### src/rtl/router_out_scheduler.sv
// ============================================================================
// Module   : router_out_scheduler
// Captures one packet per ingress port into a holding slot and round-robin
// schedules the slots onto eight addressed output registers (valid/ready).
// Revision : 1.0 - initial release
// ============================================================================
`default_nettype none

module router_out_scheduler #(
  parameter int NUM_IN = 4,
  parameter int SRC_W  = 2,
  parameter int DATA_W = 32
) (
  input  logic                  clock,
  input  logic                  reset,
  input  logic [3*NUM_IN-1:0]   in_addr,
  input  logic [DATA_W*NUM_IN-1:0] in_data,
  input  logic [NUM_IN-1:0]     in_valid,
  output logic [NUM_IN-1:0]     in_drop,
  output logic [7:0]            out_valid,
  output logic [DATA_W*8-1:0]   out_data,
  output logic [SRC_W*8-1:0]    out_src,
  input  logic [7:0]            out_ready,
  output logic                  busy
);

  logic [2:0]        in_addr_w [NUM_IN];
  logic [DATA_W-1:0] in_data_w [NUM_IN];

  logic [NUM_IN-1:0] prev_q, occ_q, occ_d, drop_q, drop_d, grant_slot;
  logic [2:0]        addr_q  [NUM_IN];
  logic [2:0]        addr_d  [NUM_IN];
  logic [DATA_W-1:0] sdata_q [NUM_IN];
  logic [DATA_W-1:0] sdata_d [NUM_IN];

  logic [7:0]        ov_q, ov_d, found_w;
  logic [DATA_W-1:0] od_q [8];
  logic [DATA_W-1:0] od_d [8];
  logic [SRC_W-1:0]  os_q [8];
  logic [SRC_W-1:0]  os_d [8];
  logic [SRC_W-1:0]  rr_q [8];
  logic [SRC_W-1:0]  rr_d [8];
  logic [SRC_W-1:0]  win_w [8];
  logic [SRC_W-1:0]  idx;

  for (genvar i = 0; i < NUM_IN; i++) begin : g_in
    assign in_addr_w[i] = in_addr[3*i +: 3];
    assign in_data_w[i] = in_data[DATA_W*i +: DATA_W];
  end

  for (genvar o = 0; o < 8; o++) begin : g_out
    assign out_data[DATA_W*o +: DATA_W] = od_q[o];
    assign out_src[SRC_W*o +: SRC_W]    = os_q[o];
  end

  assign in_drop   = drop_q;
  assign out_valid = ov_q;
  assign busy      = (|occ_q) | (|ov_q);

  // Rotating priority search per destination, starting at its rr pointer.
  always_comb begin
    idx     = '0;
    found_w = '0;
    for (int o = 0; o < 8; o++) begin
      win_w[o] = '0;
      for (int k = 0; k < NUM_IN; k++) begin
        idx = SRC_W'((int'(rr_q[o]) + k) % NUM_IN);
        if (!found_w[o] && occ_q[idx] && (addr_q[idx] == 3'(o))) begin
          found_w[o] = 1'b1;
          win_w[o]   = idx;
        end
      end
    end
  end

  always_comb begin
    occ_d      = occ_q;
    drop_d     = '0;
    ov_d       = ov_q;
    grant_slot = '0;
    for (int i = 0; i < NUM_IN; i++) begin
      addr_d[i]  = addr_q[i];
      sdata_d[i] = sdata_q[i];
    end
    for (int o = 0; o < 8; o++) begin
      od_d[o] = od_q[o];
      os_d[o] = os_q[o];
      rr_d[o] = rr_q[o];
      if (!ov_q[o] || out_ready[o]) begin
        ov_d[o] = found_w[o];
        if (found_w[o]) begin
          od_d[o]              = sdata_q[win_w[o]];
          os_d[o]              = win_w[o];
          rr_d[o]              = SRC_W'((int'(win_w[o]) + 1) % NUM_IN);
          grant_slot[win_w[o]] = 1'b1;
        end
      end
    end
    // A slot granted this cycle may be refilled in the same cycle.
    for (int i = 0; i < NUM_IN; i++) begin
      if (grant_slot[i]) occ_d[i] = 1'b0;
      if (in_valid[i] && !prev_q[i]) begin
        if (!occ_q[i] || grant_slot[i]) begin
          occ_d[i]   = 1'b1;
          addr_d[i]  = in_addr_w[i];
          sdata_d[i] = in_data_w[i];
        end else begin
          drop_d[i] = 1'b1;
        end
      end
    end
  end

  always_ff @(posedge clock) begin
    prev_q <= in_valid;
    if (reset) begin
      occ_q  <= '0;
      drop_q <= '0;
      ov_q   <= '0;
      for (int i = 0; i < NUM_IN; i++) begin
        addr_q[i]  <= '0;
        sdata_q[i] <= '0;
      end
      for (int o = 0; o < 8; o++) begin
        od_q[o] <= '0;
        os_q[o] <= '0;
        rr_q[o] <= '0;
      end
    end else begin
      occ_q  <= occ_d;
      drop_q <= drop_d;
      ov_q   <= ov_d;
      for (int i = 0; i < NUM_IN; i++) begin
        addr_q[i]  <= addr_d[i];
        sdata_q[i] <= sdata_d[i];
      end
      for (int o = 0; o < 8; o++) begin
        od_q[o] <= od_d[o];
        os_q[o] <= os_d[o];
        rr_q[o] <= rr_d[o];
      end
    end
  end

endmodule

`default_nettype wire
### config.mk
export PLATFORM = sky130hd
export DESIGN_NAME = router_out_scheduler
export DESIGN_NICKNAME = d
export VERILOG_FILES = /design/src/rtl/router_out_scheduler.sv
export SDC_FILE = /design/constraint.sdc
export NUM_CORES = 1
export LEC_CHECK = 0
export CAP_MARGIN = 20
export CORE_MARGIN = 1.5
export CORE_UTILIZATION = 48
export CTS_CLUSTER_SIZE = 20
export DETAILED_ROUTE_END_ITERATION = 12
export GPL_TIMING_DRIVEN = 0
export PLACE_DENSITY = 0.78
export SYNTH_ARGS = -nofsm -noshare
export SYNTH_HDL_FRONTEND = slang
export SYNTH_SLANG_ARGS = --single-unit
### constraint.sdc
create_clock -name clock -period 3.8 [get_ports clock]
set_input_delay 0.76 -clock clock [delete_from_list [all_inputs] [get_ports clock]]
set_output_delay 0.76 -clock clock [all_outputs]
set_load 0.02 [all_outputs]
Word level (Yosys, flattened, before mapping)
Memory sizes are Yosys's and may differ from the RTL's.
Index checks and enable logic that the tools add are counted.
{ "word_totals": {"regBits": 20, "latch_bits": 0, "mem_bits_rw": 428, "mem_bits_ro": 0, "mem_count": 5} }
{ "mem_list": {"columns": ["memory", "words", "word_bits", "rd", "rd_ports_with_merged_regs", "write_ports", "line", "source"], "rows": [
  ["od_q", 8, 32, 8, 0, 8, "37", "logic [DATA_W-1:0] od_q [8];"],
  ["sdata_q", 4, 32, 8, 0, 4, "33", "logic [DATA_W-1:0] sdata_q [NUM_IN];"],
  ["os_q", 8, 2, 8, 0, 8, "39", "logic [SRC_W-1:0] os_q [8];"],
  ["rr_q", 8, 2, 8, 0, 8, "41", "logic [SRC_W-1:0] rr_q [8];"],
  ["addr_q", 4, 3, 32, 0, 4, "31", "logic [2:0] addr_q [NUM_IN];"]
]} }
{ "op_classes": {"add_sub_neg": 32, "multipliers": 0, "div": 0, "order_cmp": 48, "eq_ne": 36, "n_shift": 0, "mux": 275, "bitwise_logic": 44, "n_reduce_logical": 134} }
{ "ops": {"columns": ["operator", "count"], "rows": [
  ["$mux 32", 36],
  ["$mux 2", 80],
  ["$lt 2x3->1 const B", 40],
  ["$mux 1", 91],
  ["$logic_and 1x1->1", 68],
  ["$bmux 1 s2", 32],
  ["$mux 4", 16],
  ["$eq 3x3->1 const B", 16],
  ["$logic_not 1->1", 40],
  ["$mux 3", 12],
  ["$or 1x1->1", 33],
  ["$add 2x1->2 const B", 16],
  ["$add 2x2->2 const B", 16],
  ["$or 4x4->4", 7],
  ["$eq 3x2->1 const B", 8],
  ["$demux 1 s2", 8],
  ["$ge 2x1->1 const B", 8],
  ["$eq 3x1->1 const B", 4],
  ["$logic_not 3->1", 4],
  ["$logic_or 1x1->1", 12],
  ["$reduce_and 3->1", 4],
  ["$ne 2x2->1 const B", 4],
  ["$reduce_or 2->1", 4],
  ["$reduce_or 8->1", 1],
  ["3 further kinds", 9]
]} }

Longest topological paths before layout
{ "logic_depth": {"depth_word": 47, "ltp_mapped": 14, "ltp_nobuf": 10} }

Worst setup path after synthesis
No wires, ideal clock.
{ "synth_path": {"path_type": "register to register", "from": "mem addr_q[0][0]", "to": "mem addr_q[3][0] (enable)", "setup_ps": 422, "arrival_ps": 3265, "path_slack_ps": 113, "path_stages_with_launch": 14, "period_less_slack_ps": 3687, "path_cell_list": "edfxtp_1 buf_2 nand4bb_1 o211ai_1 a22o_1 clkbuf_1 buf_2 buf_2 inv_1 ha_1 a22oi_1 nand2_1 o31a_1 or2_1"} }
{ "synth_rtl": {"columns": ["item", "line"], "rows": [
  ["start, declared", "31"]
]} }

==> results_dict.tcl <==
set metrics [dict create \
    switching_power_mw 3.474 \
    power.total_mw 12.18 \
    cp_slowest_cell "o31a_4" \
    async_reset_ff_frac 0 \
    mostFrequentLayoutCells "mux2i_1 (526), clkdlybuf4s50_1 (438), dfxtp_1 (307)" \
    core_region_area_sq_um 49050 \
    cts_tree "built" \
    intPower_mw 8.708 \
    cp_num_buf_inv 4 \
    pin_count 439 \
    cpPeakStageDelay_ns 0.50 \
    clkTransAtPathRegs_ns 0.06 \
    clock_skew_ns 0.02455 \
    drive_gt1_frac 0.1084 \
    wl_mm 100.4 \
    stdcell_count 3511 \
    power.density_nw_per_um2 388.8 \
    portBuffers 438 \
    cap_violations 0 \
    grt_antenna_before_repair 5 \
    grt_overflow 0 \
    yosysWarnings 0 \
    insertion_delay_ns 0.62 \
    placed_area_sq_um 29210 \
    place_congestion 0.9658 \
    wl_per_cell_um 28.60 \
    synth_nets 2476 \
    utilization 0.6388 \
    path_max_fanout 23 \
    clock_sinks 448 \
    slew_viol_final 0 \
    stdcell_area_sq_um 31330 \
    holdBufCountCts 0 \
    p_comb_frac 0.172 \
    grt_pass1_vias 21680 \
    grt_pass1_wl_mm 141.4 \
    status "finished, final reports clean" \
    grt_max_degree 24 \
    cts_max_level 2 \
    cts-root-buf "clkbuf_16" \
    seqPwrFrac 0.436 \
    synth_cell_types 69 \
    period_needed_ns 3.781 \
    drtIter0Drc 2889 \
    drc 0 \
    initial_core_util 0.4874 \
    path_cells "clkbuf_4 -> nand2_1 -> nor2_2 -> o221ai_1 -> a22oi_2 -> buf_8 -> inv_1 -> ha_1 -> a22oi_2 -> nand3_1 -> o31a_4 -> or2_4 -> buf_12" \
    dp_hpwl_mm 69.85 \
    cp.required_ns 4.12 \
    end_kind "register" \
    area_delta_synth_final_pct 31.05 \
    clock_power_share 0.393 \
    cts_inserted_buffers 47 \
    seq_area_frac_synth 0.4337 \
    yosys_most_used_dff "dfxtp_1" \
    switching_share 0.2852 \
    leakage_nw 11.73 \
    setup_viol 0 \
    nets 2985 \
    start_kind "register" \
    dp.cells 3401 \
    cts_max_path_buffers 3 \
    final_common_cell "mux2i_1" \
    ir_worst_vdd_uv 304.0 \
    path_delay_family "compound AO/OA/AOI/OAI gates" \
    fin_crit_sh 0.9951 \
    fp.dieH_um 226.2 \
    post_synth.cell_area_avg_sq_um 10.42 \
    synth_seq_cells 448 \
    arrival_ns 4.11 \
    hold_class "reg2reg" \
    die_w_um 226.2 \
    worst_slew_pin_slew_ns 1.093 \
    die_area_sq_um 51160 \
    synth_edf_count 140 \
    vias 22340 \
    vias_per_cell 6.363 \
    track_usage 0.3774 \
    critPathKind "reg2reg" \
    relSlewSlack 0.2638 \
    synthCells 2294 \
    tns_ns 0 \
    crit_top_cell "a22oi_2" \
    hold_violations 0 \
    dr.pass1.iters 5 \
    drt.antenna.violating_nets 0 \
    fill_cells 3850 \
    core.rowCount 81 \
    clock.fmax_mhz 264.5 \
    syn_area_sq_um 23910 \
]
-- synth_stat cells, drive strengths merged (14+ instances only) --
cell / number / area share
dfxtp: 308 / 0.26
and2: 145 / 0.038
ha: 28 / 0.015
inv: 20 / 0.0031
a211oi: 16 / 0.0052
nand2: 279 / 0.044
o221ai: 258 / 0.11
a22oi: 14 / 0.0044
clkbuf: 156 / 0.024
buf: 155 / 0.032
a21oi: 15 / 0.0031
nor2: 65 / 0.010
mux2i: 526 / 0.22
nor2b: 16 / 0.0042
edfxtp: 140 / 0.18
-- layout make-up --
class / count / area (sq um) / area share
clock inverter: 13 / 132.6 / 0.004233
inverter: 21 / 88.84 / 0.002835
tap: 664 / 830.8 / 0.02652
timing repair buffer: 463 / 4677 / 0.1493
sequential: 448 / 10370 / 0.3310
buffer: 304 / 1413 / 0.04508
multi-input combinational: 1518 / 12370 / 0.3949
antenna: 5 / 12.51 / 0.0003993
clock buffer: 75 / 1433 / 0.04572
-- stage by stage --
step / hold WS [ns] / worst slack (ns)
after floorplan: 0.4781 / 0.1133
after global placement: 0.4461 / -2.447
after detailed placement: 0.4465 / -1.604
after CTS: 0.4658 / 0.01939
after global routing: 0.4807 / -0.01940
final: 0.4674 / 0.01860
-- worst reg2reg max path, stage by stage (launching register included) --
cell and delay [ns]:
dfxtp_1 0.40, clkbuf_4 0.28, nand2_1 0.18, nor2_2 0.20, o221ai_1 0.15, a22oi_2 0.30
buf_8 0.24, inv_1 0.10, ha_1 0.21, a22oi_2 0.21, nand3_1 0.23, o31a_4 0.50
or2_4 0.28, buf_12 0.18
-- metal layers --
metal  GRT usage  part of all wire
met2      0.5853              0.45
met5           0                 0
met4      0.2011             0.061
met3      0.1012              0.12
met1      0.4791              0.38
-- final timing paths --
check | from | to | slack, ns | cells past startpoint
worst min-delay path | od_q[1][74] | od_q[1][74] | 0.47 | 2
worst max register to register | occ_q[3] | sdata_q[0][16] | 0.02 | 13
worst max-delay path | occ_q[3] | sdata_q[0][16] | 0.02 | 13
worst min register to register | od_q[1][74] | od_q[1][74] | 0.47 | 2
-- registers in the layout (all words and copies together), names as in the netlist --
signal / cells
out_valid: 8
od_q: 256
sdata_q: 128
in_drop: 4
addr_q: 12
os_q: 16
occ_q: 4
prev_q: 4
rr_q: 16
-- cells by family after synthesis --
family / synth area share
flops: 0.4337
mux: 0.2212
fa+ha+maj: 0.01465
compound gates: 0.1411
buf+inv: 0.05992
simple gates: 0.1295
-- what timing repair did --
action                                  in CTS  in global routing
buffers inserted                            10                  9
gates cloned                                 2                  3
endpoints found under the setup margin     286                250
gates resized for setup                     56                 30
pin swaps                                    4                 11
-- power by group through the flow --
stage / combinational (mW) / sequential, mW / clock, mW
after detailed placement: 1.97 / 5.40 / 0
after CTS: 2.02 / 5.30 / 4.77
after global placement: 1.90 / 5.40 / 0
after floorplan: 1.01 / 5.47 / 0
final: 2.09 / 5.31 / 4.79
after global routing: 2.18 / 5.32 / 4.95
Power figures use the tool's default switching activity.
